## config.mk

```make
export PLATFORM = sky130hd
export DESIGN_NAME = filter_scratchpad_loader_flat
export DESIGN_NICKNAME = d
export VERILOG_FILES = /design/src/rtl/filter_scratchpad_loader_if.sv /design/src/rtl/filter_scratchpad_loader.sv /design/src/flat_wrapper.sv
export SDC_FILE = /design/constraint.sdc
export NUM_CORES = 1
export LEC_CHECK = 0
export BUFFER_PORTS_ARGS = -buffer_cell sky130_fd_sc_hd__buf_2
export CAP_MARGIN = 20
export CORE_ASPECT_RATIO = 1.1
export CORE_MARGIN = 5
export CORE_UTILIZATION = 50
export CTS_CLUSTER_SIZE = 14
export DETAILED_ROUTE_END_ITERATION = 10
export PLACE_DENSITY = 0.68
export SLEW_MARGIN = 20
export SYNTH_ARGS = -nofsm -noshare
export SYNTH_HDL_FRONTEND = slang
export SYNTH_SLANG_ARGS = --single-unit
```

## constraint.sdc

```tcl
create_clock -name clk -period 3.35 [get_ports clk]
set_input_delay 0.1675 -clock clk [delete_from_list [all_inputs] [get_ports clk]]
set_output_delay 0.1675 -clock clk [all_outputs]
set_load 0.02 [all_outputs]
```

## src/rtl/filter_scratchpad_loader_if.sv

```systemverilog
// Filter stream, load control/status and scratchpad read port of the PE filter-load stage.
interface filter_scratchpad_loader_if #(
  parameter int DATA_WIDTH = 16,
  parameter int ADDR_WIDTH = 5
);
    logic                  start;
    logic                  in_valid;
    logic [DATA_WIDTH-1:0] in_data;
    logic                  in_ready;
    logic                  rd_en;
    logic [ADDR_WIDTH-1:0] rd_addr;
    logic [DATA_WIDTH-1:0] rd_data;
    logic                  rd_valid;
    logic [ADDR_WIDTH:0]   word_count;
    logic                  busy;
    logic                  load_done;

    modport master (
        output start, in_valid, in_data, rd_en, rd_addr,
        input  in_ready, rd_data, rd_valid, word_count, busy, load_done
    );

    modport slave (
        input  start, in_valid, in_data, rd_en, rd_addr,
        output in_ready, rd_data, rd_valid, word_count, busy, load_done
    );
endinterface

```

## src/rtl/filter_scratchpad_loader.sv

```systemverilog
// Loads DEPTH filter words from a valid/ready stream into a scratchpad and
// serves registered random-access reads to the MAC datapath.
module filter_scratchpad_loader #(
    parameter int DATA_WIDTH = 16,
    parameter int DEPTH      = 25,
    parameter int ADDR_WIDTH = 5
) (
    input logic                     clk,
    input logic                     rst,
    filter_scratchpad_loader_if.slave bus
);

    typedef enum logic [1:0] {IDLE, LOAD, DONE} state_t;

    localparam logic [ADDR_WIDTH-1:0] LAST_ADDR = ADDR_WIDTH'(DEPTH - 1);
    localparam logic [ADDR_WIDTH:0]   DEPTH_CNT = (ADDR_WIDTH + 1)'(DEPTH);

    state_t                state;
    logic [ADDR_WIDTH-1:0] wr_ptr;
    logic [ADDR_WIDTH:0]   word_count_q;
    logic                  busy_q;
    logic                  load_done_q;
    logic [DATA_WIDTH-1:0] mem [DEPTH];
    logic [DATA_WIDTH-1:0] rd_data_q;
    logic                  rd_valid_q;

    function automatic logic [ADDR_WIDTH:0] sat_inc(input logic [ADDR_WIDTH:0] v);
        return (v >= DEPTH_CNT) ? DEPTH_CNT : v + (ADDR_WIDTH + 1)'(1);
    endfunction

    // Load FSM and scratchpad write port
    always_ff @(posedge clk or negedge rst) begin
        if (!rst) begin
            state        <= IDLE;
            wr_ptr       <= '0;
            word_count_q <= '0;
            busy_q       <= 1'b0;
            load_done_q  <= 1'b0;
            for (int i = 0; i < DEPTH; i++) mem[i] <= '0;
        end else begin
            unique case (state)
                IDLE, DONE: begin
                    if (bus.start) begin
                        state        <= LOAD;
                        wr_ptr       <= '0;
                        word_count_q <= '0;
                        busy_q       <= 1'b1;
                        load_done_q  <= 1'b0;
                    end
                end
                LOAD: begin
                    if (bus.in_valid) begin
                        mem[wr_ptr]  <= bus.in_data;
                        word_count_q <= sat_inc(word_count_q);
                        if (wr_ptr == LAST_ADDR) begin
                            state       <= DONE;
                            busy_q      <= 1'b0;
                            load_done_q <= 1'b1;
                        end else begin
                            wr_ptr <= wr_ptr + ADDR_WIDTH'(1);
                        end
                    end
                end
                default: state <= IDLE;
            endcase
        end
    end

    // Read port: one-cycle latency, old data on same-address collision
    always_ff @(posedge clk or negedge rst) begin
        if (!rst) begin
            rd_data_q  <= '0;
            rd_valid_q <= 1'b0;
        end else begin
            rd_valid_q <= bus.rd_en;
            if (bus.rd_en)
                rd_data_q <= ({1'b0, bus.rd_addr} < DEPTH_CNT) ? mem[bus.rd_addr] : '0;
        end
    end

    assign bus.in_ready   = (state == LOAD);
    assign bus.busy       = busy_q;
    assign bus.load_done  = load_done_q;
    assign bus.word_count = word_count_q;
    assign bus.rd_data    = rd_data_q;
    assign bus.rd_valid   = rd_valid_q;

endmodule

```

## src/flat_wrapper.sv

```systemverilog
// flat-port wrapper written by rule: the top's interface ports become plain ports
module filter_scratchpad_loader_flat 
#(
    parameter int DATA_WIDTH = 16,
    parameter int DEPTH      = 25,
    parameter int ADDR_WIDTH = 5
)
  (clk, rst, bus_start, bus_in_valid, bus_in_data, bus_rd_en, bus_rd_addr, bus_in_ready, bus_rd_data, bus_rd_valid, bus_word_count, bus_busy, bus_load_done);
  filter_scratchpad_loader_if #(.DATA_WIDTH(DATA_WIDTH), .ADDR_WIDTH(ADDR_WIDTH)) bus_i ();
  input logic clk;
  input logic rst;
  input wire logic [$bits(bus_i.start)-1:0] bus_start;
  input wire logic [$bits(bus_i.in_valid)-1:0] bus_in_valid;
  input wire logic [$bits(bus_i.in_data)-1:0] bus_in_data;
  input wire logic [$bits(bus_i.rd_en)-1:0] bus_rd_en;
  input wire logic [$bits(bus_i.rd_addr)-1:0] bus_rd_addr;
  output wire logic [$bits(bus_i.in_ready)-1:0] bus_in_ready;
  output wire logic [$bits(bus_i.rd_data)-1:0] bus_rd_data;
  output wire logic [$bits(bus_i.rd_valid)-1:0] bus_rd_valid;
  output wire logic [$bits(bus_i.word_count)-1:0] bus_word_count;
  output wire logic [$bits(bus_i.busy)-1:0] bus_busy;
  output wire logic [$bits(bus_i.load_done)-1:0] bus_load_done;
  assign bus_i.start = bus_start;
  assign bus_i.in_valid = bus_in_valid;
  assign bus_i.in_data = bus_in_data;
  assign bus_i.rd_en = bus_rd_en;
  assign bus_i.rd_addr = bus_rd_addr;
  assign bus_in_ready = bus_i.in_ready;
  assign bus_rd_data = bus_i.rd_data;
  assign bus_rd_valid = bus_i.rd_valid;
  assign bus_word_count = bus_i.word_count;
  assign bus_busy = bus_i.busy;
  assign bus_load_done = bus_i.load_done;
  filter_scratchpad_loader #(.DATA_WIDTH(DATA_WIDTH), .DEPTH(DEPTH), .ADDR_WIDTH(ADDR_WIDTH)) u_core (.clk(clk), .rst(rst), .bus(bus_i));
endmodule
```

== Word-level counts from Yosys, hierarchy flattened ==
Cells that the tools add are included.

* $add $sub $neg: 2
* $lt $le $gt $ge: 5
* Equality and inequality tests: 7
* Multiplexer cells: 27
* Reduce and logical (&&, ||, !) cells: 9
* Bitwise operators: 2

{| class="wikitable"
|+ Operators with widths
! operator !! number
|-
| $bwmux W400 || 1
|-
| $bmux W16 S5 || 1
|-
| $demux W16 S5 || 1
|-
| $mux W16 || 4
|-
| $mux W6 || 3
|-
| $mux W5 || 3
|-
| $ge A6 B6 Y1 const B || 2
|-
| $not A5 Y6 || 2
|-
| $pmux W6 S2 || 1
|-
| $pmux W5 S2 || 1
|-
| $reduce_and A4 Y1 || 2
|-
| $add A6 B1 Y6 const B || 1
|-
| $ge A6 B5 Y1 const B || 1
|-
| $lt A6 B1 Y1 const B || 1
|-
| $mux W1 || 6
|-
| $mux W2 || 3
|-
| $ne A2 B2 Y1 const B || 3
|-
| $reduce_and A3 Y1 || 2
|-
| $add A5 B1 Y5 const B || 1
|-
| $eq A5 B5 Y1 const B || 1
|-
| $lt A5 B5 Y1 const B || 1
|-
| $pmux W1 S2 || 2
|-
| $pmux W2 S2 || 1
|-
| $eq A2 B1 Y1 const B || 1
|-
| other kinds (7) || 7
|}

* Output and inout port bits: 26
* Flip-flop bits (word level): 432
* Word-level logic and storage cells: 84

== Logic depth before layout (Yosys ltp) ==
Gate-level depths: netlist of the first run.

* Depth after elaboration: 6
* Gate-level depth with buffers: 8
* Depth with buffers taken out: 7

== Least setup slack after synthesis of the first run ==
Ideal clock, no wire load.

* Path kind: register -> register
* Start: register u_core.word_count_q[1], in the netlist u_core.bus.word_count[1]
* End: register u_core.word_count_q[2], in the netlist u_core.bus.word_count[2]
* Setup slack: 1343 ps
* Required time: 3286 ps
* Period minus slack after synthesis: 2007 ps
* Setup time: 64 ps
* Arrival: 1943 ps
* Cell stages (with the launch flop): 8
* Cells stage by stage: dfrtp_1 inv_1 ha_1 or3b_2 a31oi_1 nand2_1 nor4b_1 a21o_1

* Word-level cells in the longest chain between the ends: 4
* Elaborated cells between the ends (all ways): 5
* Classes of those cells: add/sub (1); order compare (1); mux (3)

{| class="wikitable"
|+ Ends and longest elaborated chain
! element !! RTL line !! text
|-
| start: declaration || filter_scratchpad_loader.sv:20 || <nowiki>logic [ADDR_WIDTH:0] word_count_q;</nowiki>
|-
| start signal: assignment || filter_scratchpad_loader.sv:54 || <nowiki>word_count_q <= sat_inc(word_count_q);</nowiki>
|-
| $add A6 B1 Y6 / $ge A6 B5 Y1 (equally long branches) || filter_scratchpad_loader.sv:28 || <nowiki>return (v >= DEPTH_CNT) ? DEPTH_CNT : v + (ADDR_WIDTH + 1)'(1);</nowiki>
|-
| $mux W6 (*) || filter_scratchpad_loader.sv:28 ||
|-
| $mux W6 (*) || filter_scratchpad_loader.sv:52 || <nowiki>if (bus.in_valid) begin</nowiki>
|-
| $pmux W6 S2 (*) || filter_scratchpad_loader.sv:41 || <nowiki>unique case (state)</nowiki>
|}

Mark *: on every way between the ends. The rest lies on a longest branch, timed or not. The select of a mux whose other input is x is not followed.
A chain may end at the register's enable or synchronous reset.

== Worst setup path after layout of the first run ==
* Start: register u_core.state[1]
* End: register u_core.mem[278] (netlist name)

* Word-level cells in the longest chain between the ends: 2

{| class="wikitable"
|+ Ends and longest elaborated chain
! element !! RTL line !! text
|-
| start: declaration || filter_scratchpad_loader.sv:18 || <nowiki>state_t state;</nowiki>
|-
| start signal: assignment || filter_scratchpad_loader.sv:34 || <nowiki>state <= IDLE;</nowiki>
|-
| start signal: assignment || filter_scratchpad_loader.sv:44 || <nowiki>state <= LOAD;</nowiki>
|-
| start signal: assignment || filter_scratchpad_loader.sv:56 || <nowiki>state <= DONE;</nowiki>
|-
| $eq A2 B1 Y1 || filter_scratchpad_loader.sv:41 ||
|-
| $reduce_and A2 Y1 (no line) || - ||
|-
| end signal: indexed assignment || filter_scratchpad_loader.sv:53 || <nowiki>mem[wr_ptr] <= bus.in_data;</nowiki>
|-
| end: declaration || filter_scratchpad_loader.sv:23 || <nowiki>logic [DATA_WIDTH-1:0] mem [DEPTH];</nowiki>
|}

Every way passes these cells.

==> impl_metrics.yaml, run 1 <==
outcome:
  status: "finished, final reports clean"
synthesis:
  synth_edf_count: 0
  synth_area_leaders: "dfrtp_1 (54%), mux2_2 (24%), mux4_2 (6.2%)"
  synth.net_count: 1398
  yosys.area.top_type: "dfrtp_1"
  synth_cells: 1365
  ys_warn_count: 0
  synth_cell_types: 65
  synth.cell_area_sq_um: 19900
  post_synth.cell_area_avg_sq_um: 14.6
  synth_ff_type: "dfrtp_1"
  synth_commonest_cells: "dfrtp_1 (432), mux2_2 (422), mux4_2 (55)"
  synth-seq-cells: 432
  async_flop_share_pct: 100
  post-synth-top-count-cell: "dfrtp_1"
  ys_seq_area_share_pct: 54.4
  synth_top_area_share_pct: 54.4
finish:
  antenna_cells: 0
  final_nets: 1423
  drive_gt1_share_pct: 46.6
  fin_cells: 1933
  syn2layout_area_growth_pct: 11.2
cts:
  cts_root_buf: "clkbuf_16"
  clk_pin_slew_ns: 0.06
  cts_resized: 0
  clock_sinks: 432
  tritoncts: "yes"
  h-tree-depth: 2
  clk_path_buf_depth: 3
  cts_buffers: 46
  insertion_delay_ns: 0.56
place:
  gp_congestion: 0.797
  dpl.hpwl_microns: 30400
  numPortBuffers: 51
  place_inst: 1844
sta:
  rsz0062_at_grt: "false"
  fin_crit_sh_pct: 69.3
  fin_crit_ns: 2.32
  max_freq_ghz: 0.431
  maxSlewHeadroom_pct: 43.0
  finalHoldViolations: 0
  worst_pin_slew_ns: 0.855
  tns_ns: 0
  skew_ns: 0.00876
  finalSetupViolations: 0
  drv_slew: 0
global_routing:
  grt_max_degree: 88
  grt_pass1_vias: 12700
  grt.total_usage_pct: 23.3
  grt_overflow: 0
  grt_first_pass_wirelength_microns: 77300
  antenna_found_initial: 1
critical_path:
  path_class: "reg2reg"
  cp_max_fo: 16
  critPathLaunchType: "flip-flop"
  end_kind: "flip-flop"
  r2r_slack_ns: 1.03
  crit_required_ns: 3.79
  crit_arrival_ns: 2.76
routing:
  dr.max_layer_used: "met5"
  met2_length_microns: 23800
  dr.first_iter.drc_count: 619
  routedWlPerCell_microns: 25.9
  drc: 0
  met1Wirelength_microns: 21700
  vias_per_cell: 6.09
  met3_length_microns: 2860
  drt_wl_total_microns: 50000
  drtPass1Iterations: 5
  postRouteAntennaNets: 0
  vias: 11800
job:
  max-cap-violations: 0
die:
  coreArea_sq_um: 39300
  initial_core_util_pct: 50.6
  die_h_microns: 219
  dieArea_sq_um: 43800
  row_count: 76
  io_pins: 52
  die_x_microns: 200
pwr:
  p_total_mw: 16.9
  leakagePower_nw: 10.4
  powerDensity_nw_per_um2: 764
  ir_drop_mv: 0.532
hold_path:
  min-delay-path-class: "in2reg"
## path summary, 6_finish.rpt
| path | cells after the start | startpoint | endpoint |
|---|---|---|---|
| min reg2reg | 1 | u_core.mem[228] | u_core.mem[228] |
| min in group asynchronous | 2 | rst | u_core.mem[378] |
| max in group asynchronous | 3 | rst | u_core.mem[367] |
| max reg2reg | 4 | u_core.state[1] | u_core.mem[278] |
| min | 2 | bus_in_data[5] | u_core.mem[229] |
| max | 4 | u_core.state[1] | u_core.mem[278] |
## what timing repair did
action,CTS,global route
endpoints found under the hold margin,85,0
setup buffers,0,0
hold buffers,5,0
## layout by cell type, fill, tap and decap left out, types with 10 or more instances in the layout
cell       netlist  final
buf_4           10     22
mux4_2          55     55
mux2_1          14     14
buf_2           48     48
mux2i_1         42     42
a211oi_1        14     14
inv_1           10     10
nand2_2         18     18
nand2_1         37     37
mux2_2         422    422
clkbuf_16        0     49
o22ai_1         42     42
clkbuf_1        40     15
dfrtp_1        432    432
clkbuf_8         0     11
nor2_1          16     16
nor2b_1         15     15
## report_power, final
group / internal (mW) / leakage, nW / switching [mW]
Combinational: 2.28 / 3.91 / 1.56
Clock: 3.07 / 0.753 / 2.07
Sequential: 6.95 / 5.71 / 0.941
Total: 12.3 / 10.4 / 4.56
## logic make-up (layout without fill, tap and decap cells)
logic type | count (synthesis) | after routing | share of synthesized area [%]
xor+xnor | 2 | 2 | 0.0882
compound gates | 117 | 117 | 4.22
fa+ha+maj | 7 | 7 | 0.441
buf+inv | 117 | 178 | 3.09
simple gates | 151 | 151 | 4.25
flops | 432 | 432 | 54.4
mux | 539 | 539 | 33.5
## sequential cells by signal, summed over array words and instances (netlist names)
name                   cells
u_core.bus.busy            1
u_core.bus.load_done       1
u_core.bus.rd_data        16
u_core.bus.rd_valid        1
u_core.bus.word_count      6
u_core.mem               400
u_core.state               2
u_core.wr_ptr              5
## layout make-up
cell class,instances,area (sq um)
fill,3180,17200
sequential,432,10800
multi-input combinational,816,8450
clock buffer,75,1430
tap,507,634
timing repair buffer,84,622
clock inverter,9,101
inverter,10,37.5
## stage by stage
step | cell area (sq um) | hold WS (ns) | util, % | setup WS [ns]
4_1_cts | 22100 | 0.169 | 56.2 | 1.05
5_1_grt | 22100 | 0.209 | 56.2 | 0.940
2_1_floorplan | 19900 | -0.128 | - | 1.34
6_report | 22100 | 0.199 | 56.2 | 1.03
3_5_place_dp | 20500 | 0.253 | 52.2 | 0.792
3_3_place_gp | 20500 | 0.245 | 52.2 | 0.844
## routing by layer
layer / global-route usage (%) / vias up
met5: 0 / -
met2: 37.3 / 310
met4: 8.29 / 2
met1: 31.6 / 6288
li1: - / 5079
met3: 5.11 / 102
## critical path, stage by stage, from the launching register on
cell and delay, ns:
dfrtp_1 0.38, and3b_1 0.40, and2_1 0.39, nand2_2 0.53, mux2_2 0.47
(Power assumes the default switching activity.)
==> inputs of run 2 (changes only) <==
==> constraint.sdc (replaced) <==
create_clock -name clk -period 2.4 [get_ports clk]
set_input_delay 0.12 -clock clk [delete_from_list [all_inputs] [get_ports clk]]
set_output_delay 0.12 -clock clk [all_outputs]
set_load 0.02 [all_outputs]
==> impl_metrics.yaml, run 2 (synthesis results as in run 1) <==
outcome:
  status: "finished, final reports clean"
critical_path:
  r2r_start: "u_core.state[1]"
  r2r_slack_ns: 0.24
  crit_chain: "and3b_1 > and2_0 > nand2_2 > mux2_2"
  end_kind: "flip-flop"
  crit_family: "simple AND/OR/NAND/NOR gates"
  critPathLaunchType: "flip-flop"
  critPathMaxStageDelay_ns: 0.43
  path_class: "reg2reg"
  crit_required_ns: 2.84
  cp_max_fo: 16
  timing.rr.end: "u_core.mem[265]"
  path_buf_inv: 0
  cp_slowest_cell: "nand2_2"
  crit_arrival_ns: 2.60
  r2r_cells: 4
routing:
  drt_wl_total_microns: 49100
  dr.first_iter.drc_count: 758
  drc: 0
  vias: 11900
  drtPass1Iterations: 5
  postRouteAntennaNets: 0
  vias_per_cell: 6.02
  routedWlPerCell_microns: 24.9
sta:
  maxSlewHeadroom_pct: 47.8
  skew_ns: 0.0112
  finalHoldViolations: 0
  worst_pin_slew_ns: 0.783
  finalSetupViolations: 0
  max_freq_ghz: 0.464
  rsz0062_at_grt: "false"
  fin_crit_sh_pct: 89.8
  tns_ns: 0
  fin_crit_ns: 2.16
  drv_slew: 0
place:
  dpl.hpwl_microns: 31200
  gp_congestion: 0.819
  numPortBuffers: 51
die:
  dieArea_sq_um: 43800
  io_pins: 52
  die_x_microns: 200
  initial_core_util_pct: 50.6
  die_h_microns: 219
  row_count: 76
  coreArea_sq_um: 39300
finish:
  n_fill_cell: 3116
  final_nets: 1463
  syn2layout_area_growth_pct: 13.8
  largest-register: "u_core.mem"
  antenna_cells: 0
  layout_commonest_cell: "dfrtp_1"
  drive_gt1_share_pct: 48.4
  largest_reg_flops: 400
  mostFrequentLayoutCells: "dfrtp_1 (432), mux2_2 (422), mux4_2 (55)"
  finish.utilization_pct: 57.6
cts:
  cts_setup_buffers: 0
  h-tree-depth: 2
  ctsHoldBuffers: 5
  cts_root_buf: "clkbuf_16"
  clk_pin_slew_ns: 0.06
  cts_resized: 0
  tritoncts: "yes"
  insertion_delay_ns: 0.57
  cts_buffers: 48
  clk_path_buf_depth: 3
  clock_sinks: 432
pwr:
  leakagePower_nw: 10.7
  powerDensity_nw_per_um2: 1060
  p_total_mw: 24.0
  ir_drop_mv: 0.756
global_routing:
  use_met2_pct: 37.5
  grt_overflow: 0
  grt.total_usage_pct: 23.1
  globalRouteMet1Util_pct: 32.0
  grt_max_degree: 105
  antenna_found_initial: 4
  met3_usage_pct: 4.81
  grt_busiest_layer: "met2"
  grt_first_pass_wirelength_microns: 77200
  grt_pass1_vias: 12800
hold_path:
  min-delay-path-class: "in2async"
job:
  max-cap-violations: 0
run 2: changes by cell type in the layout (fill, tap and decap cells not counted):
cell / previous run / this run
buf_12: 7 / 17
clkinvlp_4: 1 / 0
buf_4: 22 / 50
bufinv_16: 2 / 4
clkbuf_8: 11 / 17
clkinv_2: 5 / 6
clkbuf_1: 15 / 10
run 2: worst reg2reg max path, cell delays in order, from the launching register on:
cell and delay, ns:
dfrtp_1 0.39, and3b_1 0.39, and2_0 0.40, nand2_2 0.43, mux2_2 0.42
run 2: routing by layer:
| metal | up-vias | routed length [microns] |
|---|---|---|
| met5 | - | 31 |
| met4 | 4 | 1150 |
| met3 | 66 | 2520 |
| met2 | 256 | 23900 |
| met1 | 6367 | 21500 |
| li1 | 5198 | - |
run 2: final cells by class:
class / instances / area [sq um] / area share (%)
Sequential cell: 432 / 10800 / 47.8
Clock inverter: 11 / 159 / 0.703
Timing Repair Buffer: 122 / 1030 / 4.56
Inverter: 10 / 37.5 / 0.166
Tap cell: 507 / 634 / 2.80
Multi-Input combinational cell: 816 / 8450 / 37.3
Clock buffer: 76 / 1500 / 6.62
run 2: power breakdown:
group	total (mW)	switching, mW	internal, mW
Clock	7.57	2.88	4.68
Sequential	11.0	1.33	9.71
Combinational	5.43	2.15	3.29
run 2: how the worst max path moves through the flow:
stage	start	to	slack (ns)	depth (start not counted)
final	u_core.state[1]	u_core.mem[265]	0.24	4
after floorplan	u_core.bus.word_count[1]	u_core.bus.word_count[2]	0.39	7
after CTS	u_core.state[1]	u_core.mem[268]	0.24	4
after global placement	bus_rd_addr[0]	u_core.bus.rd_data[12]	0.18	6
after global routing	u_core.state[1]	u_core.mem[268]	0.13	4
after detailed placement	bus_rd_addr[0]	u_core.bus.rd_data[0]	0.13	7
run 2: through the flow:
stage	hold slack [ns]	instance area (sq um)	setup slack, ns	cells
after floorplan	-0.176	19900	0.393	1365
after detailed placement	0.0438	20900	0.125	1882
final	0.0437	22600	0.245	1974
after CTS	0.0337	22600	0.238	1974
after global routing	0.0591	22600	0.125	1974
after global placement	0.0444	20900	0.179	1882
==> inputs of run 3 (changes only) <==
--- a/config.mk
+++ b/config.mk
@@ -10,6 +10,7 @@
 export CORE_ASPECT_RATIO = 1.1
 export CORE_MARGIN = 5
 export CORE_UTILIZATION = 50
+export CTS_CLUSTER_DIAMETER = 100
 export CTS_CLUSTER_SIZE = 14
 export DETAILED_ROUTE_END_ITERATION = 10
 export PLACE_DENSITY = 0.68
==> constraint.sdc (replaced) <==
create_clock -name clk -period 2.4 [get_ports clk]
set_input_delay 0.12 -clock clk [delete_from_list [all_inputs] [get_ports clk]]
set_output_delay 0.12 -clock clk [all_outputs]
set_load 0.05 [all_outputs]
==> impl_metrics.yaml, run 3 (synthesis results as in run 1) <==
global_routing:
  met3_usage_pct: 3.45
  globalRouteMet1Util_pct: 32.4
  grt_busiest_layer: "met2"
  grt.total_usage_pct: 22.9
  antenna_found_initial: 4
  grt_overflow: 0
  use_met2_pct: 37.7
  grt_max_degree: 105
  grt_first_pass_wirelength_microns: 77000
  grt_pass1_vias: 12700
die:
  coreArea_sq_um: 39300
  io_pins: 52
  initial_core_util_pct: 50.6
  die_h_microns: 219
  die_x_microns: 200
  row_count: 76
  dieArea_sq_um: 43800
critical_path:
  crit_chain: "and3b_1 > and2_0 > nand2_2 > mux2_2"
  r2r_cells: 4
  cp_slowest_cell: "nand2_2"
  cp_max_fo: 16
  path_class: "reg2reg"
  r2r_slack_ns: 0.25
  end_kind: "flip-flop"
  critPathLaunchType: "flip-flop"
  path_buf_inv: 0
  crit_family: "simple AND/OR/NAND/NOR gates"
  crit_required_ns: 2.82
  crit_arrival_ns: 2.57
  r2r_start: "u_core.state[1]"
  timing.rr.end: "u_core.mem[265]"
  critPathMaxStageDelay_ns: 0.43
cts:
  cts_buffers: 36
  cts_root_buf: "clkbuf_16"
  clock_sinks: 432
  tritoncts: "yes"
  cts_setup_buffers: 0
  clk_path_buf_depth: 3
  h-tree-depth: 2
  insertion_delay_ns: 0.55
  ctsHoldBuffers: 5
  cts_resized: 0
  clk_pin_slew_ns: 0.07
job:
  max-cap-violations: 0
routing:
  drt_wl_total_microns: 48700
  dr.first_iter.drc_count: 715
  vias_per_cell: 6.10
  drc: 0
  postRouteAntennaNets: 0
  routedWlPerCell_microns: 25.3
  vias: 11800
  drtPass1Iterations: 7
pwr:
  leakagePower_nw: 10.3
  powerDensity_nw_per_um2: 1000
  ir_drop_mv: 0.617
  p_total_mw: 21.9
sta:
  drv_slew: 0
  maxSlewHeadroom_pct: 47.3
  finalSetupViolations: 0
  finalHoldViolations: 0
  tns_ns: 0
  fin_crit_ns: 2.15
  rsz0062_at_grt: "false"
  max_freq_ghz: 0.465
  worst_slack_ns: 0.249
  skew_ns: 0.0121
  fin_crit_sh_pct: 89.6
  worst_pin_slew_ns: 0.791
finish:
  layout_commonest_cell: "dfrtp_1"
  antenna_cells: 0
  drive_gt1_share_pct: 47.4
  final_nets: 1451
  largest-register: "u_core.mem"
  final_cell_area_sq_um: 21900
  largest_reg_flops: 400
  finish.utilization_pct: 55.8
  syn2layout_area_growth_pct: 10.3
  mostFrequentLayoutCells: "dfrtp_1 (432), mux2_2 (422), mux4_2 (55)"
place:
  dpl.hpwl_microns: 31200
  dpl_cell_area_sq_um: 20900
  numPortBuffers: 51
  dp_slack_ns: 0.125
  gp_congestion: 0.819
outcome:
  status: "finished, final reports clean"
hold_path:
  min-delay-path-class: "in2async"
run 3: cell count changes in the layout (fill, tap and decap cells not counted), sizes merged:
| cell | before | now |
|---|---|---|
| clkbuf | 76 | 38 |
| clkinv | 7 | 0 |
| inv | 10 | 12 |
| bufinv | 4 | 0 |
run 3: metal layers:
layer,share of wire [%],wire [microns]
met1,45,21700
met2,49,24000
met3,4.1,1980
met4,2.0,967
met5,0.027,13
run 3: power by group:
group / switching (mW) / leakage (nW) / internal [mW]
Sequential: 1.32 / 5.71 / 9.70
Clock: 2.53 / 0.472 / 2.77
Combinational: 2.34 / 4.14 / 3.29
Total: 6.18 / 10.3 / 15.8
run 3: worst max-delay path by stage:
stage,from,to,slack (ns),cells past startpoint
after floorplan,u_core.bus.word_count[1],u_core.bus.word_count[2],0.14,7
after global placement,bus_rd_addr[0],u_core.bus.rd_data[12],0.18,6
after detailed placement,bus_rd_addr[0],u_core.bus.rd_data[0],0.13,7
after CTS,u_core.state[1],u_core.mem[269],0.23,4
after global routing,u_core.state[1],u_core.mem[270],0.12,4
final,u_core.state[1],u_core.mem[265],0.25,4
run 3: metrics by stage:
| step | hold WS [ns] | instances |
|---|---|---|
| detailed placement | 0.0438 | 1882 |
| global route | 0.0870 | 1927 |
| finish | 0.0616 | 1927 |
| floorplan | -0.176 | 1365 |
| global placement | 0.0444 | 1882 |
| CTS | 0.0543 | 1927 |
run 3: final cells by class:
cell class	instances	area [sq um]
timing repair buffer	122	1030
clock inverter	2	17.5
inverter	10	37.5
sequential	432	10800
clock buffer	38	940
multi-input combinational	816	8450
tap	507	634
fill	3184	17400
